`src/rtl/mram_s_s_be_clr_if.sv`:
```
// User-side bus of the byte-enable RAM with clear engine.
// The master drives address, enables, data and flush; the slave returns read data and status.
interface mram_s_s_be_clr_if #(
    parameter int P_DW = 6,
    parameter int AW   = 6
);
    logic [AW-1:0]              ADDR;
    logic                       RE;
    logic [(1<<P_DW)/8-1:0]     WE;
    logic [(1<<P_DW)-1:0]       DIN;
    logic [(1<<P_DW)-1:0]       DOUT;
    logic                       DOUT_VLD;
    logic                       FLUSH;
    logic                       BUSY;

    modport master (
        output ADDR, RE, WE, DIN, FLUSH,
        input  DOUT, DOUT_VLD, BUSY
    );

    modport slave (
        input  ADDR, RE, WE, DIN, FLUSH,
        output DOUT, DOUT_VLD, BUSY
    );
endinterface

```
`src/rtl/mram_s_s_be_clr.sv`:
```
// Single-port RAM with per-byte write enables, a hardware clear sweep after reset/flush,
// read-first semantics and an optional output register stage.
module mram_s_s_be_clr #(
    parameter int         P_DW      = 6,
    parameter int         AW        = 6,
    parameter int         OREG      = 0,
    parameter logic [7:0] INIT_BYTE = 8'h00
) (
    input  logic               CLK,
    input  logic               RST,
    mram_s_s_be_clr_if.slave   bus
);
    localparam int DW    = 1 << P_DW;
    localparam int NB    = DW / 8;
    localparam int DEPTH = 1 << AW;
    localparam logic [DW-1:0] INIT_WORD = {NB{INIT_BYTE}};
    localparam logic [DW-1:0] X_WORD    = {(DW/2){2'b01}};

    typedef enum logic [0:0] {IDLE, CLEAR} state_t;

    state_t          state, state_nxt;
    logic [AW-1:0]   clr_cnt, clr_cnt_nxt;
    logic            wr_en;
    logic [AW-1:0]   wr_addr;
    logic [DW-1:0]   wr_data;
    logic [NB-1:0]   wr_be;
    logic            rd_en;
    logic [DW-1:0]   mem [DEPTH];
    logic            rd_vld;
    logic [DW-1:0]   rd_data;
    logic            out_vld;
    logic [DW-1:0]   out_data;

    always_ff @(posedge CLK or negedge RST) begin
        if (!RST) begin
            state   <= CLEAR;
            clr_cnt <= '0;
        end else begin
            state   <= state_nxt;
            clr_cnt <= clr_cnt_nxt;
        end
    end

    // The sweep owns the write port while clearing; user traffic and FLUSH are dropped.
    always_comb begin
        state_nxt   = state;
        clr_cnt_nxt = clr_cnt;
        wr_en       = 1'b0;
        wr_addr     = bus.ADDR;
        wr_data     = bus.DIN;
        wr_be       = bus.WE;
        rd_en       = 1'b0;
        case (state)
            CLEAR: begin
                wr_en       = 1'b1;
                wr_addr     = clr_cnt;
                wr_data     = INIT_WORD;
                wr_be       = '1;
                clr_cnt_nxt = clr_cnt + 1'b1;
                if (clr_cnt == '1) begin
                    state_nxt = IDLE;
                end
            end
            IDLE: begin
                if (bus.FLUSH) begin
                    state_nxt   = CLEAR;
                    clr_cnt_nxt = '0;
                end else begin
                    wr_en = |bus.WE;
                    rd_en = bus.RE;
                end
            end
            default: begin
                state_nxt   = CLEAR;
                clr_cnt_nxt = '0;
            end
        endcase
    end

    always_ff @(posedge CLK) begin
        if (wr_en) begin
            for (int i = 0; i < NB; i++) begin
                if (wr_be[i]) begin
                    mem[wr_addr][8*i +: 8] <= wr_data[8*i +: 8];
                end
            end
        end
    end

    // Sampling the array with the same edge as the write gives read-first behaviour.
    always_ff @(posedge CLK or negedge RST) begin
        if (!RST) begin
            rd_vld  <= 1'b0;
            rd_data <= '0;
        end else begin
            rd_vld <= rd_en;
            if (rd_en) begin
                rd_data <= mem[bus.ADDR];
            end
        end
    end

    generate
        if (OREG != 0) begin : g_oreg
            logic          pipe_vld;
            logic [DW-1:0] pipe_data;

            always_ff @(posedge CLK or negedge RST) begin
                if (!RST) begin
                    pipe_vld  <= 1'b0;
                    pipe_data <= '0;
                end else begin
                    pipe_vld  <= rd_vld;
                    pipe_data <= rd_data;
                end
            end

            assign out_vld  = pipe_vld;
            assign out_data = pipe_data;
        end else begin : g_no_oreg
            assign out_vld  = rd_vld;
            assign out_data = rd_data;
        end
    endgenerate

    assign bus.DOUT     = out_vld ? out_data : X_WORD;
    assign bus.DOUT_VLD = out_vld;
    assign bus.BUSY     = (state == CLEAR);
endmodule

```
`src/flat_wrapper.sv`:
```
// flat-port wrapper written by rule: the top's interface ports become plain ports
module mram_s_s_be_clr_flat 
#(
    parameter int         P_DW      = 6,
    parameter int         AW        = 6,
    parameter int         OREG      = 0,
    parameter logic [7:0] INIT_BYTE = 8'h00
)
  (CLK, RST, bus_ADDR, bus_RE, bus_WE, bus_DIN, bus_FLUSH, bus_DOUT, bus_DOUT_VLD, bus_BUSY);
  mram_s_s_be_clr_if #(.P_DW(P_DW), .AW(AW)) bus_i ();
  input  logic CLK;
  input  logic RST;
  input wire logic [$bits(bus_i.ADDR)-1:0] bus_ADDR;
  input wire logic [$bits(bus_i.RE)-1:0] bus_RE;
  input wire logic [$bits(bus_i.WE)-1:0] bus_WE;
  input wire logic [$bits(bus_i.DIN)-1:0] bus_DIN;
  input wire logic [$bits(bus_i.FLUSH)-1:0] bus_FLUSH;
  output wire logic [$bits(bus_i.DOUT)-1:0] bus_DOUT;
  output wire logic [$bits(bus_i.DOUT_VLD)-1:0] bus_DOUT_VLD;
  output wire logic [$bits(bus_i.BUSY)-1:0] bus_BUSY;
  assign bus_i.ADDR = bus_ADDR;
  assign bus_i.RE = bus_RE;
  assign bus_i.WE = bus_WE;
  assign bus_i.DIN = bus_DIN;
  assign bus_i.FLUSH = bus_FLUSH;
  assign bus_DOUT = bus_i.DOUT;
  assign bus_DOUT_VLD = bus_i.DOUT_VLD;
  assign bus_BUSY = bus_i.BUSY;
  mram_s_s_be_clr #(.P_DW(P_DW), .AW(AW), .OREG(OREG), .INIT_BYTE(INIT_BYTE)) u_core (.CLK(CLK), .RST(RST), .bus(bus_i));
endmodule
```
`config.mk`:
```
export PLATFORM = sky130hd
export DESIGN_NAME = mram_s_s_be_clr_flat
export DESIGN_NICKNAME = d
export VERILOG_FILES = /design/src/rtl/mram_s_s_be_clr_if.sv /design/src/rtl/mram_s_s_be_clr.sv /design/src/flat_wrapper.sv
export SDC_FILE = /design/constraint.sdc
export NUM_CORES = 2
export LEC_CHECK = 0
export BUFFER_PORTS_ARGS = -buffer_cell sky130_fd_sc_hd__buf_2
export CORE_AREA = 2 2 605 607
export DETAILED_ROUTE_END_ITERATION = 8
export DIE_AREA = 0 0 607 609
export SYNTH_ARGS = -nofsm -noshare
export SYNTH_HDL_FRONTEND = slang
export SYNTH_SLANG_ARGS = --single-unit
```
`constraint.sdc`:
```
create_clock -name CLK -period 6 [get_ports CLK]
set_input_delay 0.3 -clock CLK [delete_from_list [all_inputs] [get_ports CLK]]
set_output_delay 0.3 -clock CLK [all_outputs]
set_load 0.005 [all_outputs]
```
==> metrics.yaml <==
grt:
  grt_max_degree: 153
  grt_busiest_layer: "met2"
  grtUsageMet3_pct: 4.68
  grt_usage_pct: 23.8
  overflow: 0
  grt_first_pass_wirelength_mm: 625
  grtUsageMet1_pct: 32.4
  grt_pass1_vias: 83200
  grt_antenna_before_repair: 38
  gr-usage-met2_pct: 38.0
cells_and_area:
  fin_area_um2: 183000
  drive_above_1_share_pct: 17.4
  nNetsFinal: 8900
  syn2layout_area_growth_pct: 12.6
synth:
  async_reset_ff_share_pct: 1.73
  syn_inst: 8562
  synth.most_common_cell: "edfxtp_1"
  yosys_warnings: 0
  synth_area_leaders: "edfxtp_1, mux2i_1, mux4_2, a22oi_1, nor2_1"
  synth_commonest_cells: "edfxtp_1, mux2i_1, nor2_1"
  syn_avg_cell_area_um2: 19.0
  yosysSeqAreaShare_pct: 76.6
  ys_types: 45
  synthDominantCellAreaShare_pct: 75.5
  synth_top_area_cell: "edfxtp_1"
  synth-edff-count: 4096
  synthFlopType: "edfxtp_1"
  synth_area_um2: 163000
  ys_seq_elements: 4168
  synth_fp_nets: 8645
timing:
  final_hold_viol_count: 0
  max_clock_freq_mhz: 211
  tightest_slew_ns: 1.42
  period_needed_ns: 4.74
  clock_skew_ns: 0.0450
  rsz0062_at_grt: "false"
  slew-limit-headroom_pct: 5.15
  fin_setup_tns_ns: 0
  fin_crit_sh_pct: 79.1
  slew_violations: 0
  finalSetupViolCount: 0
clocking:
  cts.clk_slew.worst_paths_ns: 0.06
  clk_path_buf_depth: 4
  cts.repair.resized: 0
  cts_root_buf: "clkbuf_16"
  htree_num_levels: 5
  postCtsSetupRepairBufs: 0
  cts_tree: "yes"
  clkSinkCount: 4168
  clk_latency_ns: 0.97
  cts_buffers: 423
routing:
  routed_wl_mm: 447
  drt_iter0_drc: 10200
  first_pass_iters: 6
  viasPerCell: 5.99
  antenna_left: 0
  wl_per_cell_um: 31.9
  num_vias: 84000
  drc_errors: 0
floorplan:
  die-width_um: 607
  start_util_pct: 44.8
  ios: 148
  dieArea_um2: 370000
  std_cell_rows: 222
  die_h_um: 609
  core_area_um2: 364000
critical_path:
  worstPathArrival_ns: 5.31
  crit_buf_inv: 1
  cp_slowest_stage_delay_ns: 1.23
  critical_path_required_ns: 6.57
  worst_path_max_delay_cell: "nor2_1"
  cp-start-kind: "register"
  cp-end-kind: "register"
  critPathMaxFanout: 31
  crit_type: "register to register"
  worstPathCellList: "buf_4 > a31oi_1 > nor2_4 > nand2_1 > nor2_1"
  path_delay_family: "simple AND/OR/NAND/NOR gates"
power:
  power_density_nw_per_um2: 370
  power_leakage_nw: 63.3
  vdd.ir_drop.worst_v: 0.000277
place:
  io_buffers: 147
  gp_congestion: 0.848
  place_area_um2: 170000
  dp_hpwl_mm: 264
hold_path:
  hp-class: "input pin to register"
outcome:
  outcome: "finished, final reports clean"
job:
  max_cap_viol_count: 0
==> metal layers <==
metal / routed length, um / vias to the layer above
met5: 152 / -
met4: 17600 / 8
met3: 37400 / 753
met2: 214000 / 3833
met1: 178000 / 44200
li1: - / 35200
==> state kept, by name, summed over array words and instances, names as in the netlist <==
signal and flops:
u_core.mem 4096, u_core.out_data 64, u_core.clr_cnt 6, u_core.bus.BUSY 1, u_core.bus.DOUT_VLD 1
==> timing repair <==
item	in CTS	in global routing
hold buffers	5	0
hold endpoints to repair	50	0
setup endpoints to repair	0	0
==> cell families (layout without fill, tap and decap cells) <==
family                   count (synthesis)  count (layout)  synth area share (%)
AND/OR/NAND/NOR                       1457            1457                  4.12
AO/OA/AOI/OAI                          727             727                  3.39
multiplexers                          1668            1668                  14.2
flip-flops                            4168            4168                  76.6
other                                    0              26                     0
buffers and inverters                  537            1154                  1.66
XOR/XNOR                                 4               4                0.0215
adder cells (fa/ha/maj)                  1               1               0.00768
==> report_power, final <==
part / switching [mW] / internal, mW
Sequential: 0.787 / 34.6
Combinational: 4.71 / 1.76
Clock: 11.0 / 15.0
Total: 16.5 / 51.3
==> worst register-to-register path, delay by kind of cell, from the launching register on <==
kind            cells  cell delay [ns]
flops               1             0.92
buf+inv             1             0.80
simple gates        3             2.24
compound gates      1             0.36
==> layout by cell type, fill, tap and decap left out, types with 3 or more instances in the layout <==
cell and n:
edfxtp_1 4096, mux2i_1 1153, nor2_1 513, a22oi_1 512, mux4_2 512, clkbuf_16 428, nand3_1 323, nand2_1 309
buf_4 183, buf_2 143, clkbuf_1 109, clkinv_1 85, dfrtp_1 70, nor2b_4 68, and3_1 66, a21oi_1 66
a32oi_1 65, nand4_1 65, a221o_1 64, clkinv_2 64, bufinv_16 36, and2_1 32, nand2b_1 32, diode_2 26
buf_12 26, clkbuf_8 24, nor2_4 15, inv_6 13, nor2_2 11, nand2_4 10, clkinv_8 10, a21oi_4 8
nand2_2 8, clkinvlp_4 8, clkinv_4 7, inv_16 4, dlygate4sd3_1 4, inv_1 3, xnor2_1 3, buf_8 3
==> area by class of cell <==
class                      instances  area (um^2)
timing repair buffer             361         2730
multi-input combinational       3857        36100
sequential                      4168       125000
tap                             4816         6030
clock buffer                     561        11400
inverter                           6         27.5
antenna                           26         65.1
fill                           29100       180000
clock inverter                   226         2220
==> worst paths after layout <==
check,startpoint,to,slack (ns),cells past startpoint
max reg2reg,u_core.bus.BUSY$_DFF_PN1_,u_core.mem[49][37]$_DFFE_PP_,1.26,5
max in group asynchronous,RST,u_core.bus.DOUT_VLD$_DFF_PN0_,4.54,4
min,bus_ADDR[3],u_core.out_data[30]$_DFFE_PN0P_,0.07,3
min in group asynchronous,RST,u_core.out_data[44]$_DFFE_PN0P_,0.56,4
max,u_core.bus.BUSY$_DFF_PN1_,u_core.mem[49][37]$_DFFE_PP_,1.26,5
min reg2reg,u_core.out_data[9]$_DFFE_PN0P_,u_core.out_data[9]$_DFFE_PN0P_,0.52,1
==> metrics by stage <==
stage | hold WS (ns) | util [%] | instances | setup slack (ns) | power, mW
after floorplan | 0.00441 | - | 8562 | 2.76 | 39.3
after global placement | 0.387 | 46.6 | 13200 | 1.30 | 42.2
after detailed placement | 0.392 | 46.6 | 13200 | 1.47 | 42.4
after CTS | 0.00117 | 50.4 | 14000 | 1.44 | 68.2
after global routing | 0.0536 | 50.4 | 14000 | 1.28 | 69.7
final | 0.0670 | 50.4 | 14000 | 1.26 | 67.8
Note: power is estimated with default switching activity, not from simulation.
